### src/rtl/riscv_muldiv_pkg.sv
// Shared definitions for the iterative multiply/divide unit: funct3 codes,
// FSM state encoding and operand-signedness helpers.
package riscv_muldiv_pkg;

  localparam logic [2:0] F3_MUL    = 3'b000;
  localparam logic [2:0] F3_MULH   = 3'b001;
  localparam logic [2:0] F3_MULHSU = 3'b010;
  localparam logic [2:0] F3_MULHU  = 3'b011;
  localparam logic [2:0] F3_DIV    = 3'b100;
  localparam logic [2:0] F3_DIVU   = 3'b101;
  localparam logic [2:0] F3_REM    = 3'b110;
  localparam logic [2:0] F3_REMU   = 3'b111;

  typedef enum logic [2:0] {
    ST_IDLE = 3'd0,
    ST_PREP = 3'd1,
    ST_RUN  = 3'd2,
    ST_FIX  = 3'd3,
    ST_DONE = 3'd4
  } state_t;

  // All divide/remainder operations have funct3[2] set.
  function automatic logic is_div(input logic [2:0] f3);
    return f3[2];
  endfunction

  // rs1 is treated as signed by MULH, MULHSU, DIV and REM.
  function automatic logic opASigned(input logic [2:0] f3);
    return (f3 == F3_MULH) || (f3 == F3_MULHSU) || (f3 == F3_DIV) || (f3 == F3_REM);
  endfunction

  // rs2 is treated as signed by MULH, DIV and REM. MUL is done unsigned
  // because the low half of the product does not depend on signedness.
  function automatic logic opBSigned(input logic [2:0] f3);
    return (f3 == F3_MULH) || (f3 == F3_DIV) || (f3 == F3_REM);
  endfunction

endpackage

### src/rtl/riscv_muldiv_unit_negate.sv
// Conditional two's-complement negate, used for operand magnitudes and
// for the final sign correction.
module muldiv_negate #(
  parameter int XLEN = 32
) (
  input  logic [XLEN-1:0] value,
  input  logic            neg,
  output logic [XLEN-1:0] negated
);

  assign negated = neg ? (~value + XLEN'(1)) : value;

endmodule

### src/rtl/riscv_muldiv_unit.sv
// Iterative RV32M/RV64M multiply/divide unit for the execute stage.
// Handshake: start is accepted only in IDLE with kill low; busy is high from
// acceptance until the result is written; done is high while in DONE (one
// cycle unless frozen) and result holds until the next done. freeze holds
// everything and outranks kill; kill returns to IDLE without writing result.
module riscv_muldiv_unit
  import riscv_muldiv_pkg::*;
#(
  parameter int XLEN     = 32,
  parameter int MUL_STEP = 1
) (
  input  logic            clk,
  input  logic            reset,
  input  logic            start,
  input  logic [2:0]      funct3,
  input  logic [XLEN-1:0] op_a,
  input  logic [XLEN-1:0] op_b,
  input  logic            freeze,
  input  logic            kill,
  output logic            busy,
  output logic            done,
  output logic [XLEN-1:0] result,
  output logic [2:0]      stateDbg
);

  localparam int               CNT_W     = $clog2(XLEN) + 1;
  localparam logic [CNT_W-1:0] MUL_ITERS = CNT_W'(XLEN / MUL_STEP);
  localparam logic [CNT_W-1:0] DIV_ITERS = CNT_W'(XLEN);

  state_t              state, nextState;
  logic [CNT_W-1:0]    cnt;
  logic [2:0]          f3Q;
  logic [XLEN-1:0]     aQ, bQ, mcand;
  logic [2*XLEN-1:0]   acc;
  logic                negRes;

  logic [XLEN-1:0]          accHi, accLo, absA, absB, fixIn, fixOut, fixResult;
  logic                     negA, negB, divZero, divOvf, special, fixNeg;
  logic [XLEN+MUL_STEP-1:0] partial, mulSum;
  logic [XLEN:0]            remShift, divDiff;
  logic [2*XLEN-1:0]        mulNext, divNext;

  assign accHi = acc[2*XLEN-1:XLEN];
  assign accLo = acc[XLEN-1:0];

  // Operand magnitudes for PREP.
  assign negA = opASigned(f3Q) & aQ[XLEN-1];
  assign negB = opBSigned(f3Q) & bQ[XLEN-1];
  muldiv_negate #(.XLEN(XLEN)) uNegA (.value(aQ), .neg(negA), .negated(absA));
  muldiv_negate #(.XLEN(XLEN)) uNegB (.value(bQ), .neg(negB), .negated(absB));

  // Divide cases whose results are fixed by the ISA and need no iteration.
  assign divZero = is_div(f3Q) && (bQ == '0);
  assign divOvf  = is_div(f3Q) && !f3Q[0] && (aQ == {1'b1, {(XLEN-1){1'b0}}}) && (bQ == '1);
  assign special = divZero || divOvf;

  // Multiply step: add mcand times the next MUL_STEP multiplier bits into the
  // high half, then shift the whole product right by MUL_STEP.
  assign partial = {{MUL_STEP{1'b0}}, mcand} * {{XLEN{1'b0}}, accLo[MUL_STEP-1:0]};
  assign mulSum  = {{MUL_STEP{1'b0}}, accHi} + partial;
  assign mulNext = {mulSum, accLo[XLEN-1:MUL_STEP]};

  // Restoring divide step: {remainder, quotient} shifts left one bit.
  assign remShift = {accHi, accLo[XLEN-1]};
  assign divDiff  = remShift - {1'b0, mcand};
  assign divNext  = divDiff[XLEN] ? {remShift[XLEN-1:0], accLo[XLEN-2:0], 1'b0}
                                  : {divDiff[XLEN-1:0], accLo[XLEN-2:0], 1'b1};

  // Sign correction: negating the high half of a 2*XLEN product is ~hi, plus
  // one only when the low half is zero (the carry out of negating lo).
  always_comb begin
    fixIn  = accLo;
    fixNeg = 1'b0;
    if (is_div(f3Q)) begin
      fixIn  = f3Q[1] ? accHi : accLo;
      fixNeg = negRes;
    end else if (f3Q != F3_MUL) begin
      fixIn  = (negRes && (accLo != '0)) ? ~accHi : accHi;
      fixNeg = negRes && (accLo == '0);
    end
  end

  muldiv_negate #(.XLEN(XLEN)) uNegFix (.value(fixIn), .neg(fixNeg), .negated(fixOut));

  // Final result including the fixed divide-by-zero and overflow answers.
  always_comb begin
    fixResult = fixOut;
    if (divZero) begin
      fixResult = f3Q[1] ? aQ : '1;
    end else if (divOvf) begin
      fixResult = f3Q[1] ? '0 : aQ;
    end
  end

  // State register; freeze holds, reset returns to IDLE.
  always_ff @(posedge clk) begin
    if (reset) begin
      state <= ST_IDLE;
    end else if (!freeze) begin
      state <= nextState;
    end
  end

  // Next-state logic; kill aborts from any state.
  always_comb begin
    nextState = state;
    case (state)
      ST_IDLE: if (start) nextState = ST_PREP;
      ST_PREP: nextState = special ? ST_FIX : ST_RUN;
      ST_RUN:  if (cnt == CNT_W'(1)) nextState = ST_FIX;
      ST_FIX:  nextState = ST_DONE;
      ST_DONE: nextState = ST_IDLE;
      default: nextState = ST_IDLE;
    endcase
    if (kill) nextState = ST_IDLE;
  end

  // Datapath registers: capture, prepare, iterate and write the result.
  always_ff @(posedge clk) begin
    if (reset) begin
      cnt    <= '0;
      f3Q    <= '0;
      aQ     <= '0;
      bQ     <= '0;
      mcand  <= '0;
      acc    <= '0;
      negRes <= 1'b0;
      result <= '0;
    end else if (!freeze && !kill) begin
      case (state)
        ST_IDLE: begin
          if (start) begin
            f3Q <= funct3;
            aQ  <= op_a;
            bQ  <= op_b;
          end
        end
        ST_PREP: begin
          negRes <= (is_div(f3Q) && f3Q[1]) ? negA : (negA ^ negB);
          if (is_div(f3Q)) begin
            cnt   <= DIV_ITERS;
            mcand <= absB;
            acc   <= {{XLEN{1'b0}}, absA};
          end else begin
            cnt   <= MUL_ITERS;
            mcand <= absA;
            acc   <= {{XLEN{1'b0}}, absB};
          end
        end
        ST_RUN: begin
          cnt <= cnt - CNT_W'(1);
          acc <= is_div(f3Q) ? divNext : mulNext;
        end
        ST_FIX: result <= fixResult;
        default: ;
      endcase
    end
  end

  assign busy     = (state == ST_PREP) || (state == ST_RUN) || (state == ST_FIX);
  assign done     = (state == ST_DONE);
  assign stateDbg = state;

endmodule
### config.mk
export PLATFORM = sky130hd
export DESIGN_NAME = riscv_muldiv_unit
export DESIGN_NICKNAME = d
export VERILOG_FILES = /design/src/rtl/riscv_muldiv_pkg.sv /design/src/rtl/riscv_muldiv_unit_negate.sv /design/src/rtl/riscv_muldiv_unit.sv
export SDC_FILE = /design/constraint.sdc
export NUM_CORES = 1
export LEC_CHECK = 0
export ABC_AREA = 0
export CAP_MARGIN = 20
export CORE_AREA = 2 2 185 233
export DETAILED_ROUTE_END_ITERATION = 12
export DIE_AREA = 0 0 187 235
export GPL_ROUTABILITY_DRIVEN = 0
export GPL_TIMING_DRIVEN = 0
export SYNTH_ARGS = -nofsm -noshare
export SYNTH_HDL_FRONTEND = slang
export SYNTH_HIERARCHICAL = 1
export SYNTH_SLANG_ARGS = --single-unit
### constraint.sdc
create_clock -name clk -period 3.7 [get_ports clk]
set_clock_uncertainty 0.05 [all_clocks]
set_input_delay 0.555 -clock clk [delete_from_list [all_inputs] [get_ports clk]]
set_output_delay 0.555 -clock clk [all_outputs]
set_load 0.02 [all_outputs]
==> metrics.txt, run 1 <==
DP HPWL 50880 µm; FF/Latch Area between 0.004 and 0.005 mm²; Worst Setup Path Type reg2reg; Post-Syn Instances between 2000 and 2500; post-place instance area approximately 0.019 mm²; Routed Antenna Nets 0; final core occ about 50%; CP max-delay cell xnor2_1; Rows 84; global-route wire length before repair around 98000 µm; max-slew violations 0; area grow syn2layout 21.88%; Filler Cells Inserted roughly 4100; crit-path cells clkinv_1 > nor2_1 > o21a_1 > clkbuf_1 > o31ai_1 > xnor2_1 > mux2i_1 > a211oi_1; Post-Syn Area roughly 0.017 mm²; vias per cell 6.046; TritonCTS Buffers 23; commonest cells after routing, fill and taps aside 274 x nand2_1, 211 x nor2_1, 199 x a21oi_1, 170 x dfxtp_1, 152 x xnor2_1; commonest non-fill, non-tap cell in the layout nand2_1; Post-synth EDFFs 0; relative slew slack between 20% and 30%; synth warn 6; Peak VDD IR 0.3097 mV; grt ovf 0; Pwr Density approximately 300 mW/mm²; Die W 187 µm; Critical Path AT roughly 4 ns; final instance area between 0.02 and 0.025 mm²; CTS tree yes; period utilization around 100%; unrepaired setup endpoints after global routing yes; final hold viol count 0; Hold Path Class reg2reg; Clock Sinks ~210; Die ar. between 0.04 and 0.05 mm²; worst-path maximum fanout 10; initial antenna violation count 0; top_reg_cell synth dfxtp_1; core area approximately 0.042 mm²; flops & latches, synth just over 200; number of port buffers 108; initial drt markers between 1000 and 1500; # H-tree levels 1; DR DRC count 0; Synth async-reset ratio 0%; clk_lat worst skew between 0.5 and 0.6 ns; Tmin final approximately 3.7 ns; Multi-input gate area 0.01251 mm²; critical path launch point type flip-flop; critical path buffer and inverter count 2; clock-pin slew on the worst setup and hold paths ~0.070 ns; routed wire length between 60000 and 70000 µm; WL/cell approximately 22 µm; CP required about 4 ns; outcome complete, no violations; Synth cell types 84; Initial Util between 40 and 50%; Worst-Margin Slew ~1.2 ns; die height 235 µm; crit-path max cell delay between 0.9 and 1 ns; fin nets ~2500; Total Routing Usage GR between 20 and 30%; LEAKAGE around 0.0077 µW; DR pass1 iterations 8; CP endpoint kind flip-flop; top-level I/O count ~110; syn_area_per_cell roughly 8 µm²; largest net degree at the start of global routing 20; Root Driver clkbuf_16; fmax around 0.27 GHz; ratio of cells with drive above 1 in the final layout between 10 and 15%; FF-to-FF setup slack between 0.005 and 0.006 ns; setup violators final 0; via count about 18000; Post-Syn Nets 2323; Bufs on Longest Clock Path 3; post-synthesis sequential area ratio between 20% and 30%; number of global-route vias before repair roughly 17000; Max Cap Viol 0; CP delay by family, top XOR/XNOR gates
[flip-flops by register name, indices dropped and copies added (netlist names)]
| name | flops |
|---|---|
| stateDbg | 3 |
| acc | 64 |
| cnt | 6 |
| aQ | 32 |
| negRes | 1 |
| f3Q | 3 |
| result | 32 |
| bQ | 32 |
| mcand | 32 |
[cells in the mapped netlist (all sizes together) (5+ instances only)]
cell type	number	area (µm²)
nand2	278	1046
nor2	212	798.3
a21oi	211	1060
dfxtp	205	4104
xnor2	156	1404
clkbuf	124	465.5
o21ai	121	609.3
ha	69	863.3
mux2i	61	610.6
inv	58	217.7
nor3	57	285.3
nor4	44	455.4
a211oi	43	327.8
and2	41	259.0
buf	33	173.9
nand3	33	165.2
a21o	32	241.5
a311oi	32	280.3
a222oi	31	310.3
mux4	31	698.2
mux2	29	326.6
nand4	29	181.4
o31ai	29	217.7
o41ai	28	335.3
xor2	23	201.4
nand2b	18	112.6
a22oi	16	120.1
o21a	13	97.59
a31oi	12	75.07
and3	11	68.82
or2	9	56.30
o211ai	7	52.55
o21bai	7	52.55
nor2b	6	37.54
or2b	6	45.04
nand3b	5	37.54
nand4b	5	62.56
or3	5	31.28
[timing repair]
item,CTS,global route
setup endpoints to repair,67,61
gates cloned,0,2
hold buffers,0,0
pin swaps,18,42
buffers inserted,21,22
resized for setup,106,146
[kinds of logic after synthesis]
logic type | after synthesis | synth area share, %
buffers and inverters | 216 | 5.075
AND/OR/NAND/NOR | 767 | 21.89
flip-flops | 205 | 24.19
multiplexers | 121 | 9.641
adder cells (fa/ha/maj) | 71 | 5.326
XOR/XNOR | 179 | 9.464
AO/OA/AOI/OAI | 621 | 24.42
[tightest hold or removal path, cell delays in order, from the launching register on]
cell and delay, ns:
dfxtp_1 0.31, nor2_1 0.10, a311oi_1 0.05
[layer usage]
layer | part of all wire (%) | vias to the layer above | global-route usage [%] | routed length, µm
li1 | - | 8317 | - | -
met1 | 38 | 8405 | 32.00 | 24860
met2 | 48 | 767 | 50.34 | 31350
met3 | 6.1 | 220 | 3.077 | 3948
met4 | 7.5 | 0 | 18.01 | 4908
met5 | 0 | - | 0 | 0
[cell type report]
class,count,area share [%]
antenna,1,0.01210
buffer,152,3.541
clock buffer,24,2.802
clock inverter,17,1.229
inverter,59,1.071
multi-input combinational,1759,60.51
sequential,205,20.31
tap,559,3.383
timing repair buffer,153,7.148
[report_power, final]
group          leakage (µW)  switching (µW)  internal, µW
clock              0.000403            1050          1570
sequential          0.00168            88.7          2230
combinational       0.00564             708           507
[path summary, 6_finish.rpt]
path                                start        end  depth (start not counted)
worst max-delay path               f3Q[2]   mcand[5]                          8
worst min-delay path            result[8]  result[8]                          2
worst max register to register     f3Q[2]   mcand[5]                          8
worst min register to register  result[8]  result[8]                          2
[metrics by stage]
| stage | total power (µW) | setup TNS, ns | hold WS, ns | std cells | setup WS [ns] |
|---|---|---|---|---|---|
| final | 6156 | 0 | 0.4601 | 2929 | 0.005851 |
| after global routing | 6346 | -1.130 | 0.4807 | 2928 | -0.1403 |
| after CTS | 6108 | 0 | 0.4616 | 2905 | 0.009297 |
| after detailed placement | 3452 | -66.91 | 0.4482 | 2847 | -2.015 |
| after global placement | 3441 | -65.53 | 0.4463 | 2847 | -1.969 |
| after floorplan | 3080 | 0 | 0.4234 | 2180 | 0.001012 |
Power figures use the tool's default switching activity.
==> run 2, diff against run 1 <==
CELL_PAD_IN_SITES_DETAIL_PLACEMENT = 1   (was unset)
CELL_PAD_IN_SITES_GLOBAL_PLACEMENT = 1   (was unset)
PLACE_DENSITY_LB_ADDON = 0.1   (was unset)
==> metrics.txt, run 2 (synthesis results as in run 1) <==
number of port buffers 108 (unchanged); die height 235 µm (unchanged); vias per cell 6.155 (+1.8%); global-route wire length before repair 109300 µm (+12%); worst-path maximum fanout 10 (unchanged); initial antenna violation count 0 (unchanged); largest net degree at the start of global routing 14 (-30%); ratio of cells with drive above 1 in the final layout 16.79% (+2.2 points); TritonCTS Buffers 25 (+8.7%); CP endpoint kind flip-flop; max reg flops 64 (unchanged); Rows 84 (unchanged); WL/cell 24.90 µm (+12%); DP HPWL 56270 µm (+11%); setup violators final 12 (+12); worst hold start result[8]; Filler Cells Inserted 5081 (+24%); via count 18180 (+2.6%); outcome finished with violations; worst setup path start f3Q[1]; number of global-route vias before repair 18770 (+9.9%); routed wire length 73530 µm (+13%); Critical Path AT 4.28 ns (+0.19 ns); core area 0.04173 mm² (unchanged); Tmin final 3.873 ns (+0.1790 ns); initial drt markers 1299 (-12%); fmax 0.2582 GHz (-4.6%); relative slew slack 21.14% (-0.11 points); CTS tree yes; Bufs on Longest Clock Path 3 (unchanged); unrepaired setup endpoints after global routing yes; critical path launch point type flip-flop; DR DRC count 0 (unchanged); clk_lat worst skew 0.56 ns (about the same); Peak VDD IR 0.2864 mV (-7.5%); placed cell count 2847 (unchanged); Max Cap Viol 0 (unchanged); clock-pin slew on the worst setup and hold paths 0.07 ns (about the same); area grow syn2layout 24.56%; max-slew violations 0 (unchanged); Initial Util 40.65% (unchanged); Worst-Margin Slew 1.179 ns (+0.005747 ns); Routed Antenna Nets 0 (unchanged); Hold Path Class reg2reg; # H-tree levels 1 (unchanged); Die W 187 µm (unchanged); RR Startpoint f3Q[1]; setup ws final -0.1732 ns (-0.1790 ns); Pwr Density 297.1 mW/mm² (-0.24%); Root Driver clkbuf_16; number of diodes 0 (-1); commonest cells after routing, fill and taps aside 272 x nand2_1, 206 x nor2_1, 185 x a21oi_1, 172 x dfxtp_1, 149 x xnor2_1; Total Routing Usage GR 31.60% (+3.4 points); Reg with most FFs acc; Die ar. 0.04395 mm² (unchanged); commonest non-fill, non-tap cell in the layout nand2_1; fin nets 2522 (+1.0%); period utilization 104.7% (+4.8 points); final setup TNS -1.070 ns (-1.070 ns); top-level I/O count 109 (unchanged); CP required 4.10 ns (about the same); DR pass1 iterations 6 (-2); Clock Sinks 205 (unchanged); final hold viol count 0 (unchanged); grt ovf 0 (unchanged); LEAKAGE 0.007913 µW (+2.4%); fin cells 2953 (+0.82%); Worst Setup Path Type reg2reg; violated checks negative setup slack
## run 2: cell types whose count changed in the layout (fill, tap and decap cells not counted), sizes merged
cell	before	now
bufinv	6	3
buf	79	107
inv	60	58
clkbuf	142	146
clkinvlp	3	1
diode	1	0
## run 2: layer usage
metal	global-route usage (%)	wire [µm]
met3	2.913	3631
met4	18.81	4748
met2	56.49	36050
met5	0	0
met1	36.51	29100
## run 2: final timing paths
kind                      to  slack [ns]  cells past startpoint
hold reg to reg    result[8]        0.46                      2
hold / removal     result[8]        0.46                      2
setup / recovery  result[30]       -0.17                     10
setup reg to reg  result[30]       -0.17                     10
## run 2: layout make-up
type / count / area (µm²) / share of cell area (%)
Timing Repair Buffer: 177 / 1702 / 8.054
Sequential cell: 205 / 4175 / 19.76
Clock inverter: 10 / 142.6 / 0.6751
Tap cell: 559 / 699.4 / 3.310
Inverter: 59 / 221.5 / 1.048
Buffer: 152 / 754.5 / 3.571
Clock buffer: 32 / 701.9 / 3.322
Multi-Input combinational cell: 1759 / 12730 / 60.26
## run 2: power breakdown
group | total [µW] | switching, µW | internal, µW | leakage [µW]
logic | 1310 | 770 | 545 | 0.00582
clock network | 2630 | 1090 | 1540 | 0.000413
registers | 2330 | 91.2 | 2240 | 0.00168
## run 2: critical path, cell delays in order (launching register included)
cell	delay, ns
dfxtp_2	0.48
clkbuf_1	0.71
mux2_2	0.41
a222oi_1	0.29
o21ai_0	0.44
nor2_1	0.25
nand2_2	0.13
o41ai_4	0.41
xnor2_1	0.19
a21oi_2	0.11
a311oi_2	0.29
## run 2: repair_timing
item | 4_1_cts | 5_1_grt
setup buffers | 34 | 32
hold buffers | 0 | 0
cloned | 0 | 3
gates resized for setup | 146 | 160
endpoints found under the setup margin | 65 | 49
pin swaps | 32 | 79
## run 2: through the flow
stage | power (µW) | hold WS [ns] | util (%) | instance area [µm²] | worst slack (ns)
2_1_floorplan | 3080 | 0.4234 | - | 16960 | 0.001012
3_3_place_gp | 3454 | 0.4472 | 44.92 | 18740 | -2.058
3_5_place_dp | 3476 | 0.4550 | 44.92 | 18740 | -2.193
4_1_cts | 6186 | 0.4633 | 48.42 | 20200 | -0.01969
5_1_grt | 6458 | 0.4889 | 50.64 | 21130 | -0.2299
6_report | 6277 | 0.4602 | 50.64 | 21130 | -0.1732
